$ cat config.mk
export PLATFORM = sky130hd
export DESIGN_NAME = jtag_axi_txn_ctrl
export DESIGN_NICKNAME = d
export VERILOG_FILES = /design/src/rtl/jtag_pkg.sv /design/src/rtl/jtag_axi_txn_ctrl_toggle_sync.sv /design/src/rtl/jtag_axi_txn_ctrl.sv
export SDC_FILE = /design/constraint.sdc
export NUM_CORES = 1
export LEC_CHECK = 0
export BUFFER_PORTS_ARGS = -buffer_cell sky130_fd_sc_hd__buf_2
export CAP_MARGIN = 40
export CORE_MARGIN = 2
export CORE_UTILIZATION = 35
export CTS_CLUSTER_SIZE = 28
export DETAILED_ROUTE_END_ITERATION = 10
export MAX_ROUTING_LAYER = met4
export PLACE_DENSITY = 0.67
export RECOVER_POWER = 100
export SYNTH_ARGS = -nofsm -noshare
export SYNTH_HDL_FRONTEND = slang
export SYNTH_SLANG_ARGS = --single-unit
$ cat constraint.sdc
create_clock -name aclk -period 2.5 [get_ports aclk]
set_clock_uncertainty 0.05 [all_clocks]
set_input_delay 0.375 -clock aclk [delete_from_list [all_inputs] [get_ports aclk]]
set_output_delay 0.375 -clock aclk [all_outputs]
set_load 0.01 [all_outputs]
$ cat src/rtl/jtag_pkg.sv
// Shared types for the JTAG debug transport: transaction status, size, AXI response
// and the bus-sequencer state encoding.
package jtag_pkg;

   typedef enum logic [2:0] {
      TXN_IDLE      = 3'd0,
      TXN_OK        = 3'd1,
      TXN_SLVERR    = 3'd2,
      TXN_DECERR    = 3'd3,
      TXN_TIMEOUT   = 3'd4,
      TXN_ERR_ALIGN = 3'd5
   } txn_status_t;

   typedef enum logic [1:0] {
      SZ_BYTE = 2'd0,
      SZ_HALF = 2'd1,
      SZ_WORD = 2'd2,
      SZ_RSVD = 2'd3
   } txn_size_t;

   typedef enum logic [1:0] {
      RESP_OKAY   = 2'd0,
      RESP_EXOKAY = 2'd1,
      RESP_SLVERR = 2'd2,
      RESP_DECERR = 2'd3
   } axi_resp_t;

   typedef enum logic [2:0] {
      ST_IDLE    = 3'd0,
      ST_WR_REQ  = 3'd1,
      ST_WR_RESP = 3'd2,
      ST_RD_REQ  = 3'd3,
      ST_RD_RESP = 3'd4,
      ST_DRAIN   = 3'd5
   } txn_ctrl_fsm_t;

   function automatic txn_status_t resp_to_status(input axi_resp_t resp);
      case (resp)
         RESP_SLVERR: return TXN_SLVERR;
         RESP_DECERR: return TXN_DECERR;
         default:     return TXN_OK;
      endcase
   endfunction

   function automatic logic is_misaligned(input txn_size_t size, input logic [1:0] off);
      case (size)
         SZ_BYTE: return 1'b0;
         SZ_HALF: return off[0];
         SZ_WORD: return off != 2'd0;
         default: return 1'b1;
      endcase
   endfunction

   function automatic logic [3:0] size_strb(input txn_size_t size, input logic [1:0] off);
      case (size)
         SZ_BYTE: return 4'b0001 << off;
         SZ_HALF: return 4'b0011 << off;
         default: return 4'b1111;
      endcase
   endfunction

   function automatic logic [31:0] size_mask(input txn_size_t size);
      case (size)
         SZ_BYTE: return 32'h0000_00FF;
         SZ_HALF: return 32'h0000_FFFF;
         default: return 32'hFFFF_FFFF;
      endcase
   endfunction

endpackage

$ cat src/rtl/jtag_axi_txn_ctrl_toggle_sync.sv
// Toggle-handshake receiver: 3-flop synchronizer, one-cycle pulse per input transition.
module toggle_sync (
   input  logic clk,
   input  logic trstn,
   input  logic tgl,
   output logic pulse
);

   logic [2:0] sync;

   always_ff @(posedge clk or negedge trstn) begin
      if (!trstn) sync <= 3'b000;
      else        sync <= {sync[1:0], tgl};
   end

   assign pulse = sync[1] ^ sync[2];

endmodule

$ cat src/rtl/jtag_axi_txn_ctrl.sv
// Sequences one AXI4-Lite transaction per JTAG command toggle and reports status.
//
// state      | meaning
// ST_IDLE    | waiting for a command toggle
// ST_WR_REQ  | awvalid/wvalid outstanding, each drops on its own handshake
// ST_WR_RESP | bready high, waiting for bvalid
// ST_RD_REQ  | arvalid outstanding
// ST_RD_RESP | rready high, waiting for rvalid
// ST_DRAIN   | timed out; finishing outstanding handshakes, response discarded
module jtag_axi_txn_ctrl
   import jtag_pkg::*;
#(
   parameter int         TIMEOUT_CYCLES = 1024,
   parameter logic [2:0] AXI_PROT       = 3'b000
) (
   input  logic        aclk,
   input  logic        trstn,
   input  logic        cmd_req_toggle,
   input  logic        cmd_write,
   input  logic [1:0]  cmd_size,
   input  logic [31:0] cmd_addr,
   input  logic [31:0] cmd_wdata,
   output logic        awvalid,
   input  logic        awready,
   output logic [31:0] awaddr,
   output logic [2:0]  awprot,
   output logic        wvalid,
   input  logic        wready,
   output logic [31:0] wdata,
   output logic [3:0]  wstrb,
   input  logic        bvalid,
   output logic        bready,
   input  logic [1:0]  bresp,
   output logic        arvalid,
   input  logic        arready,
   output logic [31:0] araddr,
   output logic [2:0]  arprot,
   input  logic        rvalid,
   output logic        rready,
   input  logic [31:0] rdata,
   input  logic [1:0]  rresp,
   output logic        sts_busy,
   output logic [2:0]  sts_code,
   output logic [31:0] sts_rdata,
   output logic        sts_overrun,
   output logic        sts_done_toggle
);

   localparam int            TW         = (TIMEOUT_CYCLES > 2) ? $clog2(TIMEOUT_CYCLES) : 1;
   localparam logic [TW-1:0] TIMER_LOAD = TW'(TIMEOUT_CYCLES - 1);

   txn_ctrl_fsm_t state, nxt_state;
   txn_status_t   code_q, nxt_code;
   txn_size_t     size_q, nxt_size;
   logic [1:0]    off_q, nxt_off;
   logic [31:0]   addr_q, nxt_addr;
   logic [TW-1:0] timer, nxt_timer;
   logic          is_wr_q, nxt_is_wr;
   logic          nxt_awvalid, nxt_wvalid, nxt_bready, nxt_arvalid, nxt_rready;
   logic [31:0]   nxt_wdata, nxt_rdata;
   logic [3:0]    nxt_wstrb;
   logic          nxt_overrun, nxt_done;
   logic          req_pulse, tmo;
   txn_size_t     cmd_sz;

   toggle_sync u_req_sync (
      .clk   (aclk),
      .trstn (trstn),
      .tgl   (cmd_req_toggle),
      .pulse (req_pulse)
   );

   assign cmd_sz    = txn_size_t'(cmd_size);
   assign tmo       = (timer == '0);
   assign awaddr    = addr_q;
   assign araddr    = addr_q;
   assign awprot    = AXI_PROT;
   assign arprot    = AXI_PROT;
   assign sts_code  = code_q;
   assign sts_busy  = (state != ST_IDLE);

   always_comb begin
      nxt_state   = state;
      nxt_code    = code_q;
      nxt_size    = size_q;
      nxt_off     = off_q;
      nxt_addr    = addr_q;
      nxt_timer   = timer;
      nxt_is_wr   = is_wr_q;
      nxt_awvalid = awvalid;
      nxt_wvalid  = wvalid;
      nxt_bready  = bready;
      nxt_arvalid = arvalid;
      nxt_rready  = rready;
      nxt_wdata   = wdata;
      nxt_wstrb   = wstrb;
      nxt_rdata   = sts_rdata;
      nxt_overrun = sts_overrun;
      nxt_done    = sts_done_toggle;

      case (state)
         ST_IDLE: begin
            if (req_pulse) begin
               nxt_overrun = 1'b0;
               if (is_misaligned(cmd_sz, cmd_addr[1:0])) begin
                  nxt_code = TXN_ERR_ALIGN;
                  nxt_done = ~sts_done_toggle;
               end else begin
                  nxt_addr  = cmd_addr;
                  nxt_off   = cmd_addr[1:0];
                  nxt_size  = cmd_sz;
                  nxt_is_wr = cmd_write;
                  nxt_timer = TIMER_LOAD;
                  if (cmd_write) begin
                     nxt_awvalid = 1'b1;
                     nxt_wvalid  = 1'b1;
                     nxt_wstrb   = size_strb(cmd_sz, cmd_addr[1:0]);
                     nxt_wdata   = cmd_wdata << {cmd_addr[1:0], 3'b000};
                     nxt_state   = ST_WR_REQ;
                  end else begin
                     nxt_arvalid = 1'b1;
                     nxt_state   = ST_RD_REQ;
                  end
               end
            end
         end
         ST_WR_REQ: begin
            nxt_awvalid = awvalid & ~awready;
            nxt_wvalid  = wvalid & ~wready;
            if (!nxt_awvalid && !nxt_wvalid) begin
               nxt_bready = 1'b1;
               nxt_timer  = TIMER_LOAD;
               nxt_state  = ST_WR_RESP;
            end else if ((awvalid && awready) || (wvalid && wready)) begin
               nxt_timer = TIMER_LOAD;
            end else if (tmo) begin
               nxt_code  = TXN_TIMEOUT;
               nxt_done  = ~sts_done_toggle;
               nxt_state = ST_DRAIN;
            end else begin
               nxt_timer = timer - TW'(1);
            end
         end
         ST_WR_RESP: begin
            if (bvalid) begin
               nxt_bready = 1'b0;
               nxt_code   = resp_to_status(axi_resp_t'(bresp));
               nxt_done   = ~sts_done_toggle;
               nxt_state  = ST_IDLE;
            end else if (tmo) begin
               nxt_code  = TXN_TIMEOUT;
               nxt_done  = ~sts_done_toggle;
               nxt_state = ST_DRAIN;
            end else begin
               nxt_timer = timer - TW'(1);
            end
         end
         ST_RD_REQ: begin
            if (arready) begin
               nxt_arvalid = 1'b0;
               nxt_rready  = 1'b1;
               nxt_timer   = TIMER_LOAD;
               nxt_state   = ST_RD_RESP;
            end else if (tmo) begin
               nxt_code  = TXN_TIMEOUT;
               nxt_done  = ~sts_done_toggle;
               nxt_state = ST_DRAIN;
            end else begin
               nxt_timer = timer - TW'(1);
            end
         end
         ST_RD_RESP: begin
            if (rvalid) begin
               nxt_rready = 1'b0;
               nxt_code   = resp_to_status(axi_resp_t'(rresp));
               nxt_rdata  = (rdata >> {off_q, 3'b000}) & size_mask(size_q);
               nxt_done   = ~sts_done_toggle;
               nxt_state  = ST_IDLE;
            end else if (tmo) begin
               nxt_code  = TXN_TIMEOUT;
               nxt_done  = ~sts_done_toggle;
               nxt_state = ST_DRAIN;
            end else begin
               nxt_timer = timer - TW'(1);
            end
         end
         ST_DRAIN: begin
            // Status was already reported at the timeout; only the bus is tidied up here.
            nxt_awvalid = awvalid & ~awready;
            nxt_wvalid  = wvalid & ~wready;
            nxt_arvalid = arvalid & ~arready;
            if (is_wr_q) begin
               if (bready && bvalid) begin
                  nxt_bready = 1'b0;
                  nxt_state  = ST_IDLE;
               end else if (!nxt_awvalid && !nxt_wvalid) begin
                  nxt_bready = 1'b1;
               end
            end else begin
               if (rready && rvalid) begin
                  nxt_rready = 1'b0;
                  nxt_state  = ST_IDLE;
               end else if (!nxt_arvalid) begin
                  nxt_rready = 1'b1;
               end
            end
         end
         default: nxt_state = ST_IDLE;
      endcase

      if (req_pulse && state != ST_IDLE) nxt_overrun = 1'b1;
   end

   always_ff @(posedge aclk or negedge trstn) begin
      if (!trstn) begin
         state           <= ST_IDLE;
         code_q          <= TXN_IDLE;
         size_q          <= SZ_BYTE;
         off_q           <= 2'd0;
         addr_q          <= '0;
         timer           <= '0;
         is_wr_q         <= 1'b0;
         awvalid         <= 1'b0;
         wvalid          <= 1'b0;
         bready          <= 1'b0;
         arvalid         <= 1'b0;
         rready          <= 1'b0;
         wdata           <= '0;
         wstrb           <= '0;
         sts_rdata       <= '0;
         sts_overrun     <= 1'b0;
         sts_done_toggle <= 1'b0;
      end else begin
         state           <= nxt_state;
         code_q          <= nxt_code;
         size_q          <= nxt_size;
         off_q           <= nxt_off;
         addr_q          <= nxt_addr;
         timer           <= nxt_timer;
         is_wr_q         <= nxt_is_wr;
         awvalid         <= nxt_awvalid;
         wvalid          <= nxt_wvalid;
         bready          <= nxt_bready;
         arvalid         <= nxt_arvalid;
         rready          <= nxt_rready;
         wdata           <= nxt_wdata;
         wstrb           <= nxt_wstrb;
         sts_rdata       <= nxt_rdata;
         sts_overrun     <= nxt_overrun;
         sts_done_toggle <= nxt_done;
      end
   end

endmodule

Word level (Yosys, flattened, before mapping)
Cells that the tools add are included.
Storage, ports and cells
  flip-flop bits (word level): 131
  bits of input ports: 111
Cells by class
  eq/ne operators: 31
  reductions and logical operators: 34
  add/sub/neg operators: 1
  shifts and indexed selects: 4
  multiplexer cells: 73
  bitwise operators: 10
Operators by type and width (number)
  10-bit two-way mux: 8
  32-bit two-way mux: 2
  32-bit one-hot mux with 2 select lines: 1
  3-bit two-way mux: 19
  10-bit one-hot mux with 5 select lines: 1
  32-bit bitwise AND: 1
  32-bit by 5-bit << shifter with 32-bit output: 1
  32-bit by 5-bit right shift with 32-bit output: 1
  2-bit inequality test, second input constant: 15
  1-bit two-way mux: 29
  5-bit AND reduction: 4
  3-bit one-hot mux with 6 select lines: 1
  3-bit one-hot mux with 5 select lines: 1
  3-bit inequality test, second input constant: 4
  1-bit one-hot mux with 3 select lines: 4
  3-bit nonzero test: 4
  2-bit == test, second input constant: 5
  10-bit zero test: 1
  10-bit by 1-bit subtractor with 10-bit output, second input constant: 1
  2-bit one-hot mux with 2 select lines: 2
  4-bit one-hot mux with 2 select lines: 1
  4-bit AND reduction: 2
  2-bit nonzero test: 4
  3-bit by 2-bit == test with 1-bit output, second input constant: 2
  21 further kinds: 39

Longest topological paths before layout
  depth after elaboration: 8
  depth in mapped cells: 9
  depth with buffers taken out: 7

Cells and area by module
From an unflattened synthesis, not the netlist that was laid out.
Second synthesis, totals
  cells, all modules: 649
  area total of the unflattened synthesis: 6670.1 um2
By module, submodules not included
  jtag_axi_txn_ctrl: cells an instance 645, times used 1, area an instance 6586.3 um2
  toggle_sync: cells an instance 4, times used 1, area an instance 83.8 um2

Worst setup path before layout
No wires, ideal clock.
  kind: register to register
  start point: register timer[0]
  end point: register timer[8]
  stages on the path, launching flop included: 7
  clock period less this slack: 2.067 ns
  data required time: 2.317 ns
  path slack: 0.433 ns
  buffers on the path: 0
  arrival time: 1.884 ns
  cells stage by stage: dfrtp_1 > inv_1 > ha_1 > or3b_1 > or3_1 > a2111oi_0 > nor2_1
Between the ends
  word-level cells in the longest chain between the ends: 5
Ends and longest elaborated chain
  start: declaration: line jtag_axi_txn_ctrl.sv:57  | logic [TW-1:0] timer, nxt_timer;
  start signal: assignment: line jtag_axi_txn_ctrl.sv:239  | timer <= nxt_timer;
  10-bit by 1-bit subtractor with 10-bit output / 10-bit zero test (equally long branches)
  10-bit two-way mux (*)
  10-bit two-way mux: line jtag_axi_txn_ctrl.sv:134  | end else if ((awvalid && awready) || (wvalid && wready)) begin
  10-bit two-way mux: line jtag_axi_txn_ctrl.sv:130  | if (!nxt_awvalid && !nxt_wvalid) begin
  10-bit one-hot mux with 5 select lines (*): line jtag_axi_txn_ctrl.sv:101  | case (state)
Mark *: on every way between the ends. The rest lies on a longest branch, timed or not. The select of a mux whose other input is x is not followed.
A chain may end at the register's enable or synchronous reset.

Worst setup path in the final report
  start point: register timer[0]
  end point: register timer[5]
The elaborated chain is that of the path after synthesis.

==> run summary <==
======================================================================================
Total wire length                                                            19,600 µm
Number of buffers inserted by hold repair at cts                                     2
TritonCTS sink count                                                               129
Number of stages on the worst hold path                                              2
Antenna viol nets, final                                                             0
FP Rows                                                                             50
Area enclosed by the die boundary                                           20,300 µm²
Number of iterations in the first detailed-routing pass                              5
Maximum fanout along the worst path                                                  5
Die boundary width                                                              142 µm
Layout overhead on the synthesized area                                          26.1%
Y dimension of the die                                                          142 µm
Cell type contributing the most total cell area after synthesis                dfrtp_1
Number of synthesized register bits                                                129
Number of input and output port buffers inserted                                   253
First-pass GRT wire length                                                   29,800 µm
Synth unique cells                                                                  64
Critical Setup Path Class                                                      reg2reg
Final setup violation count                                                          0
Mapped cell area                                                              6710 µm²
Reported leakage power                                                         3.76 nW
Endpoint of the worst hold path                                           araddr[31]$_DFFE_PN0P_
Relative max-transition margin                                                   4.42%
Comb pwr share                                                                   37.0%
Avg Vias per Cell                                                                 5.13
Launching point of the worst reg2reg path                                 timer[0]$_DFFE_PN0P_
Core Region                                                                 18,800 µm²
Remaining global-route overflow                                                      0
Pwr Density                                                                1190 nW/µm²
Maximum level of the CTS H-tree                                                      4
Count of final hold-check violations                                                 0
Register-to-register path setup slack                                           140 ps
Clock Tree Buf Depth                                                                 2
Synth Flop Type                                                                dfrtp_1
Post-cts gate resize count                                                           0
Clock slew at the register clock pins of the worst setup and hold paths          60 ps
Number of instances in the placed design                                         1,097
RSZ-0062 raised after global routing                                             false
Number of buffers created by CTS                                                    17
Finished Layout Cells                                                            1,131
Wire length per cell after detailed routing                                    17.3 µm
Vias post-DR                                                                     5,802
Area of all sequential standard cells                                         3230 µm²
Detail Placement HPWL                                                        14,500 µm
Arrival time of data at the critical path endpoint                             2600 ps
Power consumption                                                              10.0 mW
Antenna Diode Count                                                                  0
Part of the cycle the worst path needs                                           94.5%
Sequential share of the synthesized area                                         48.1%
Worst path required time                                                       2740 ps
Proportion of netlist area held by the largest area contributor                  48.1%
Least-Margin Pin Slew                                                          1430 ps
Vias in the first global route                                                   5,467
Number of enable flip-flop cells after synthesis                                     0
Count of cells along the worst register-to-register path                             7
Detailed Route Iter0 Violations                                                    338
Post-detailed-route DRC marker count                                                 0
Peak Freq                                                                      423 MHz
Most numerous cell in the Yosys netlist                                        dfrtp_1
Post-synthesis average cell area                                              10.2 µm²
Fraction of registers with async set/reset                                        100%
Clock tree from TritonCTS                                                        built
Number of max-cap violations                                                         0
CP endpoint kind                                                              register
Critical R2R Capture                                                      timer[5]$_DFFE_PN0P_
I/O pin count                                                                      260
Pin count of the biggest net entering global routing                                54
Post-layout minimum cycle time                                                 2360 ps
CTS root buf                                                                 clkbuf_16
Area of combinational cells with multiple inputs                              2960 µm²
Switching power total                                                          3.84 mW
GR Util All Layers                                                               19.4%
Max VDD drop                                                                  0.456 mV
Register share of total power                                                    35.9%
Clock latency of the later-clocked register in the worst-skew pair              420 ps
Run status                                                                complete, no violations
Worst Hold Slack                                                                141 ps
Total internal power                                                           6.20 mW
Worst min path class                                                            in2reg
Hold wc startpoint                                                        cmd_addr[31]
Initial core utilization                                                         35.8%
Post-route setup TNS                                                              0 ps
Synth cell count leaders                                                  dfrtp_1, nand2_1, o21ai_0
Net count, final                                                                   996
Ratio of cells with drive above 1 in the final layout                            25.3%
Warning count from the yosys run                                                     0
Count of fill cells added during filler insertion                                1,877
Top cells by area in the synthesized netlist                              dfrtp_1, mux2_2, mux2i_1, buf_4, o21ai_0
Relative contribution of the clock network to total power                        27.0%
Placer Congestion                                                                0.909
Number of standard cells after synthesis                                           660
Final count of pins violating max slew                                               0
Sort of element at the start of the critical path                             register
Net switching fraction of the power                                              38.3%
# Post-CTS Setup Buffers                                                             0
Number of antenna violations at the first check in global routing                    0
======================================================================================
==> metrics by stage <==
stage               utilization (%)  setup WS, ps  area, µm²
floorplan                         -           433       6730
global placement               42.7           263       8020
detailed placement             42.7           211       8020
CTS                            46.3           201       8690
global route                   45.1          1.59       8460
finish                         45.1           137       8460
==> layout make-up <==
cell class	count	area share (%)
Sequential cell	129	38.2
Multi-Input combinational cell	443	34.9
Timing Repair Buffer	278	15.1
Clock buffer	20	5.51
Tap cell	234	3.46
Clock inverter	12	2.13
Inverter	15	0.665
==> routing by layer <==
metal	vias to the layer above	track usage, %	part of all wire [%]
met5	-	-	0
met4	0	5.89	1.5
met3	20	4.37	6.0
met2	216	30.9	48
met1	2789	24.9	44
li1	2777	-	-
==> cells by family after synthesis <==
group | after synthesis | synth area share [%]
buf+inv | 93 | 7.75
xor+xnor | 5 | 0.652
mux | 82 | 13.1
flops | 129 | 48.1
simple gates | 169 | 12.8
compound gates | 180 | 17.3
fa+ha+maj | 1 | 0.186
other cells | 1 | 0.0559
==> worst max-delay path, stage by stage, from the launching register on <==
cell and delay, ps:
dfrtp_1 430, inv_1 120, ha_1 200, or3b_1 440
nor3_2 490, nor4_1 130, o31a_1 260, a2bb2oi_1 130
==> worst max path at each step <==
stage / from / to / slack [ps] / cells past startpoint
after floorplan: timer[0]$_DFFE_PN0P_ / timer[8]$_DFFE_PN0P_ / 430 / 6
after global placement: timer[0]$_DFFE_PN0P_ / timer[5]$_DFFE_PN0P_ / 260 / 7
after detailed placement: timer[0]$_DFFE_PN0P_ / timer[5]$_DFFE_PN0P_ / 210 / 7
after CTS: timer[0]$_DFFE_PN0P_ / timer[5]$_DFFE_PN0P_ / 200 / 7
after global routing: timer[0]$_DFFE_PN0P_ / timer[5]$_DFFE_PN0P_ / 2 / 7
final: timer[0]$_DFFE_PN0P_ / timer[5]$_DFFE_PN0P_ / 140 / 7
==> power by group through the flow <==
stage          combinational, mW  sequential [mW]  clock (mW)
6_report                    3.72             3.61        2.71
5_1_grt                     4.12             3.74        2.87
4_1_cts                     4.07             3.58        2.77
3_5_place_dp                4.05             3.62           0
3_3_place_gp                4.01             3.59           0
2_1_floorplan               2.40             3.79           0
==> state kept, by name, summed over array words and instances, names as in the netlist, 2 cells and up <==
register / count
wstrb: 4
u_req_sync.sync: 3
wdata: 32
sts_rdata: 32
size_q: 2
sts_code: 3
state: 3
araddr: 31
timer: 10
==> layout by cell type, fill, tap and decap left out, types with 3 or more instances in the layout <==
cell / Yosys / layout
nor3_1: 9 / 11
a211oi_1: 21 / 21
conb_1: 1 / 6
a22o_1: 17 / 17
nand2_1: 67 / 67
mux2i_1: 33 / 33
or3_1: 4 / 4
o31ai_1: 14 / 14
clkbuf_8: 0 / 3
clkbuf_1: 19 / 143
nand2b_1: 6 / 6
bufinv_16: 0 / 4
nand3_1: 7 / 7
o21ai_0: 54 / 56
a31oi_1: 5 / 5
buf_2: 17 / 111
clkinv_4: 0 / 3
clkbuf_2: 0 / 4
o221ai_1: 3 / 3
a21oi_1: 40 / 40
nor2b_1: 21 / 21
xor2_1: 3 / 3
clkbuf_16: 0 / 17
nor4_1: 4 / 4
mux2_2: 48 / 48
o21a_1: 4 / 4
dfrtp_1: 129 / 128
or2_2: 3 / 4
buf_4: 38 / 15
inv_1: 15 / 15
nor2_1: 28 / 28
No activity file was read; power rests on OpenSTA's default activity.
